File: config.mk
export PLATFORM = sky130hd
export DESIGN_NAME = vp_seq
export DESIGN_NICKNAME = d
export VERILOG_FILES = /design/src/rtl/vp_seq.sv
export SDC_FILE = /design/constraint.sdc
export NUM_CORES = 1
export LEC_CHECK = 0
export BUFFER_PORTS_ARGS = -buffer_cell sky130_fd_sc_hd__buf_4
export CORE_MARGIN = 4
export CORE_UTILIZATION = 49
export DETAILED_ROUTE_END_ITERATION = 12
export GPL_TIMING_DRIVEN = 0
export MAX_ROUTING_LAYER = met4
export PLACE_DENSITY = 0.82
export SETUP_SLACK_MARGIN = 0.15
export SLEW_MARGIN = 20
export SYNTH_ARGS = -nofsm -noshare
export SYNTH_HDL_FRONTEND = slang
export SYNTH_SLANG_ARGS = --single-unit
File: constraint.sdc
create_clock -name clk -period 2.3 [get_ports clk]
set_clock_uncertainty 0.2 [all_clocks]
set_input_delay 0.46 -clock clk [delete_from_list [all_inputs] [get_ports clk]]
set_output_delay 0.46 -clock clk [all_outputs]
set_load 0.03 [all_outputs]
File: src/rtl/vp_seq.sv
// Video-pipe configuration sequencer: stages software configuration, applies it
// on input vsync boundaries, mutes the datapath while the pipeline flushes, and
// reports line/frame geometry errors against the expected display size.
module vp_seq #(
    parameter int H_DISP       = 1280,
    parameter int V_DISP       = 720,
    parameter int FLUSH_FRAMES = 2
) (
    input  logic        clk,
    input  logic        rst,
    input  logic [31:0] cfg_cr,
    input  logic [31:0] cfg_start,
    input  logic [31:0] cfg_end,
    input  logic [31:0] cfg_scaler,
    input  logic [31:0] cfg_threshold,
    input  logic        cfg_wr,
    input  logic        sr_clr,
    input  logic        vi_vs,
    input  logic        vi_de,
    output logic [31:0] act_cr,
    output logic [31:0] act_start,
    output logic [31:0] act_end,
    output logic [31:0] act_scaler,
    output logic [31:0] act_threshold,
    output logic        vp_mute,
    output logic        busy,
    output logic [31:0] vp_sr,
    output logic [15:0] frame_cnt,
    output logic        irq
);

    typedef enum logic [1:0] {
        IDLE    = 2'd0,
        WAIT_VS = 2'd1,
        FLUSH   = 2'd2,
        RUN     = 2'd3
    } state_t;

    localparam logic [11:0] H_EXP      = 12'(H_DISP);
    localparam logic [11:0] V_EXP      = 12'(V_DISP);
    localparam logic [11:0] CNT_MAX    = 12'hFFF;
    localparam logic [3:0]  FLUSH_LOAD = 4'(FLUSH_FRAMES);

    logic [31:0] stg_cr, stg_start, stg_end, stg_scaler, stg_threshold;
    logic        pend, ovw, werr, herr, first_frame;
    logic        vs_q, vs_qq, de_q, de_qq;
    logic        boundary, de_fall;
    logic [11:0] pix_cnt, line_cnt;
    logic [3:0]  flush_cnt;
    state_t      state, state_d;
    logic        apply, flush_load, flush_dec;

    assign boundary = vs_q & ~vs_qq;
    assign de_fall  = de_qq & ~de_q;

    // Register the video timing inputs once and keep one more stage for edge detection.
    // NOTE: every clocked block uses non-blocking assignments so all registers sample
    // pre-edge values, independent of block ordering.
    always_ff @(posedge clk) begin
        if (rst) begin
            vs_q  <= 1'b0;
            vs_qq <= 1'b0;
            de_q  <= 1'b0;
            de_qq <= 1'b0;
        end else begin
            vs_q  <= vi_vs;
            vs_qq <= vs_q;
            de_q  <= vi_de;
            de_qq <= de_q;
        end
    end

    // Staging, active configuration, pending flag and overwrite status.
    always_ff @(posedge clk) begin
        if (rst) begin
            stg_cr        <= '0;
            stg_start     <= '0;
            stg_end       <= '0;
            stg_scaler    <= '0;
            stg_threshold <= '0;
            act_cr        <= '0;
            act_start     <= '0;
            act_end       <= '0;
            act_scaler    <= '0;
            act_threshold <= '0;
            pend          <= 1'b0;
            ovw           <= 1'b0;
        end else begin
            if (cfg_wr) begin
                stg_cr        <= cfg_cr;
                stg_start     <= cfg_start;
                stg_end       <= cfg_end;
                stg_scaler    <= cfg_scaler;
                stg_threshold <= cfg_threshold;
            end
            // Apply reads the pre-edge staging, so a write on the boundary cycle
            // is held for the next boundary instead of leaking into this one.
            if (apply) begin
                act_cr        <= stg_cr;
                act_start     <= stg_start;
                act_end       <= stg_end;
                act_scaler    <= stg_scaler;
                act_threshold <= stg_threshold;
            end
            if (cfg_wr)
                pend <= 1'b1;
            else if (apply)
                pend <= 1'b0;
            if (cfg_wr && pend)
                ovw <= 1'b1;
            else if (sr_clr)
                ovw <= 1'b0;
        end
    end

    // Next-state, apply decision and mute output of the sequencer.
    // NOTE: every signal gets a default first so no path leaves one unassigned,
    // which would otherwise infer a latch.
    always_comb begin
        state_d    = state;
        apply      = 1'b0;
        flush_load = 1'b0;
        flush_dec  = 1'b0;
        vp_mute    = (state != RUN);
        if (boundary && state != IDLE) begin
            if (pend) begin
                apply = 1'b1;
                if (!stg_cr[0]) begin
                    state_d = IDLE;
                end else if (state == RUN && stg_cr[23:1] == act_cr[23:1]) begin
                    state_d = RUN;
                end else begin
                    state_d    = FLUSH;
                    flush_load = 1'b1;
                end
            end else if (state == FLUSH) begin
                flush_dec = 1'b1;
                if (flush_cnt <= 4'd1)
                    state_d = RUN;
            end
        end
        if (state == IDLE && cfg_wr && cfg_cr[0])
            state_d = WAIT_VS;
    end

    // State register and flush frame counter.
    always_ff @(posedge clk) begin
        if (rst) begin
            state     <= IDLE;
            flush_cnt <= 4'd0;
        end else begin
            state <= state_d;
            if (flush_load)
                flush_cnt <= FLUSH_LOAD;
            else if (flush_dec)
                flush_cnt <= flush_cnt - 4'd1;
        end
    end

    // Frame bookkeeping: frame counter, RUN-only interrupt, line-count check.
    always_ff @(posedge clk) begin
        if (rst) begin
            frame_cnt   <= 16'd0;
            irq         <= 1'b0;
            first_frame <= 1'b1;
            herr        <= 1'b0;
        end else begin
            irq <= boundary && (state == RUN);
            if (boundary) begin
                frame_cnt   <= frame_cnt + 16'd1;
                first_frame <= 1'b0;
            end
            // The first boundary after reset closes a partial frame, so it is not judged.
            if (boundary && !first_frame && line_cnt != V_EXP)
                herr <= 1'b1;
            else if (sr_clr)
                herr <= 1'b0;
        end
    end

    // Pixel and line counters with the per-line width check.
    always_ff @(posedge clk) begin
        if (rst) begin
            pix_cnt  <= 12'd0;
            line_cnt <= 12'd0;
            werr     <= 1'b0;
        end else begin
            if (boundary) begin
                pix_cnt  <= 12'd0;
                line_cnt <= 12'd0;
            end else if (de_fall) begin
                pix_cnt <= 12'd0;
                if (line_cnt != CNT_MAX)
                    line_cnt <= line_cnt + 12'd1;
            end else if (de_q && pix_cnt != CNT_MAX) begin
                pix_cnt <= pix_cnt + 12'd1;
            end
            if (de_fall && pix_cnt != H_EXP)
                werr <= 1'b1;
            else if (sr_clr)
                werr <= 1'b0;
        end
    end

    assign busy  = pend | (state == WAIT_VS) | (state == FLUSH);
    assign vp_sr = {frame_cnt, 4'h0, flush_cnt, 1'b0, vp_mute, herr, werr, ovw, pend, state};

endmodule
==> results.json <==
{
  "regToRegSetupSlack_ns": 0.22,
  "htreeDepth": 2,
  "min_period_ns": 2.12,
  "area_delta_synth_final_pct": 44.1,
  "cts_tree": "built",
  "cts.reportedPaths.clkPinSlew_ns": 0.06,
  "hold_violations": 0,
  "ys_seq_elements": 376,
  "ff2ff_path_depth": 4,
  "fmax_mhz": 473,
  "drv_slew": 0,
  "slew_headroom_pct": 47.1,
  "utilization_pct": 72.5,
  "synth_top_area_share_pct": 53.1,
  "clock-sinks": 376,
  "setup_ws_ns": 0.185,
  "dieArea_sq_um": 31700,
  "grt-ovfl-total": 0,
  "avgSynthCellArea_sq_um": 8.96,
  "synthesis.area_sq_um": 14200,
  "worst-path-max-fanout": 6,
  "max_cap_violations": 0,
  "critPathLaunchType": "register",
  "hold_slack_ns": 0.00818,
  "worstPathArrival_ns": 1.46,
  "whs_endpoint": "stg_scaler[28]$_SDFFE_PP0P_",
  "powerDensity_nw_per_um2": 722,
  "synth_cell_types": 58,
  "final_layout_size_suffix_gt1_share_pct": 24.1,
  "status": "completed",
  "r2r-start": "act_cr[10]$_SDFFE_PP0P_",
  "track_usage_pct": 29.1,
  "worst_r2r_endpoint": "flush_cnt[0]$_SDFFE_PP0P_",
  "drc_errors": 0,
  "hold_depth": 3,
  "antenna_found_initial": 2,
  "cts_buffer_depth": 3,
  "min_from": "cfg_scaler[28]",
  "endpoint_kind": "output pin",
  "yosysTopAreaCell": "dfxtp_1",
  "total_power_uw": 14700,
  "grt_start_max_net_pins": 14,
  "synth_common_cells": "376 x dfxtp_1, 341 x nand2_1, 192 x nor2_1, 173 x a21oi_1, 161 x mux2i_1",
  "yosysMostFrequentCell": "dfxtp_1",
  "port_buffers": 370,
  "synth-seq-area-share_pct": 53.1,
  "setup_violations": 0,
  "ir_worst_vdd_mv": 0.573,
  "hpwl_mm": 31.0,
  "drtPass1Iterations": 5,
  "synth_top_flop_cell": "dfxtp_1",
  "vias": 13700,
  "grt_pass1_vias": 13800,
  "ys_top_cells_by_area": "dfxtp_1 53%, mux2i_1 11%, nand2_1 9.0%",
  "leakage_uw": 0.00887,
  "clk_latency_ns": 0.52,
  "crit_required_ns": 1.64,
  "ios": 377,
  "dpl_worst_slack_ns": -0.670,
  "fillers": 1916,
  "floorplan.initialDensity_pct": 50.3,
  "vias_per_cell": 5.35,
  "drt_iter0_markers": 897,
  "wire_per_inst_um": 18.3,
  "cts_buffers": 40,
  "globalplace.congestion": 0.875,
  "synthArstFlopShare_pct": 0,
  "routed_wl_mm": 46.9,
  "netlist_instances": 1581,
  "die-height_um": 178,
  "synth_edf_count": 0,
  "worst_pin_slew_ns": 0.793,
  "coreArea_sq_um": 28200,
  "fin_crit_sh_pct": 92.0,
  "root_buffer": "clkbuf_16",
  "grt_pass1_wl_mm": 72.0,
  "die_x_um": 178,
  "rsz0062_at_grt": "true",
  "final.setup.tns_ns": 0,
  "num_rows": 61,
  "drt.antenna.violating_nets": 0,
  "worst_hold_path_type": "in -> reg",
  "ys_warn_count": 0,
  "critPathKind": "reg -> out",
  "layout.nets": 2320
}
-- metal layers --
layer / global-route usage (%) / part of all wire [%]
met1: 32.9 / 38
met2: 50.2 / 49
met3: 5.62 / 7.6
met4: 13.2 / 5.1
met5: - / 0
-- how the worst max path moves through the flow --
stage / start / end / cells past startpoint
after detailed placement: cfg_wr / stg_cr[27]$_SDFFE_PP0P_ / 5
after CTS: state[0]$_SDFFE_PP0P_ / busy / 3
after floorplan: frame_cnt[4]$_SDFFE_PP0P_ / frame_cnt[15]$_SDFFE_PP0P_ / 4
final: state[1]$_SDFFE_PP0P_ / busy / 3
after global routing: pend$_SDFFE_PP0P_ / act_start[8]$_SDFFE_PP0P_ / 6
after global placement: cfg_wr / stg_start[6]$_SDFFE_PP0P_ / 5
-- critical path, stage by stage (launching register included) --
cell	delay, ns
dfxtp_2	0.36
or2_4	0.26
a21o_1	0.18
buf_6	0.14
-- state kept, by name (all words and copies together) (netlist names), 32 cells and up --
signal and cells:
stg_threshold 32, stg_cr 32, act_scaler 32, act_end 32, act_threshold 32, stg_scaler 32
act_cr 32, stg_start 32, stg_end 32, act_start 32
-- metrics by stage --
stage / cell area [sq um] / std cells
after floorplan: 14200 / 1585
after global placement: 17400 / 2333
after detailed placement: 17400 / 2333
after CTS: 20400 / 2553
after global routing: 20400 / 2556
final: 20400 / 2557
-- logic make-up after synthesis --
kind of cell,Yosys count,share of synthesized area [%]
buffers and inverters,137,4.63
AOI/OAI and AO/OA,224,8.82
adders and majority gates,7,0.618
xor gates and xnor gates,44,2.72
muxes,161,11.4
and+or+nand+nor,631,18.7
DFF,376,53.1
other,1,0.0265
-- cells in the final DEF (no fill, tap or decap), types with 13 or more instances in the layout --
cell type and n:
inv_1 14, clkbuf_2 13, a21oi_1 173, xnor2_1 17, clkbuf_16 41, nor2_1 191, mux2i_1 161, clkbuf_1 46
dlygate4sd3_1 149, buf_2 28, xor2_1 27, dfxtp_1 372, nand2_1 340, buf_4 395
-- layout make-up --
class,instances,area [sq um],area share [%]
Antenna cell,3,7.51,0.0368
Buffer,123,652,3.19
Clock buffer,59,1170,5.75
Clock inverter,12,193,0.944
Inverter,14,52.6,0.257
Multi-Input combinational cell,1072,6040,29.6
Sequential cell,376,7530,36.9
Tap cell,378,473,2.32
Timing Repair Buffer,520,4290,21.0
-- power breakdown --
part / switching [uW] / internal [uW] / total [uW] / leakage [uW]
Sequential: 125 / 6700 / 6830 / 0.00307
Combinational: 599 / 632 / 1230 / 0.00513
Clock: 2580 / 4090 / 6680 / 0.000674
-- what timing repair did --
item / in CTS / in global routing
hold buffers: 148 / 1
pin swaps: 2 / 1
hold endpoints to repair: 148 / 1
buffers inserted: 1 / 0
setup endpoints to repair: 249 / 156
gates resized for setup: 19 / 29
(Power assumes the default switching activity.)
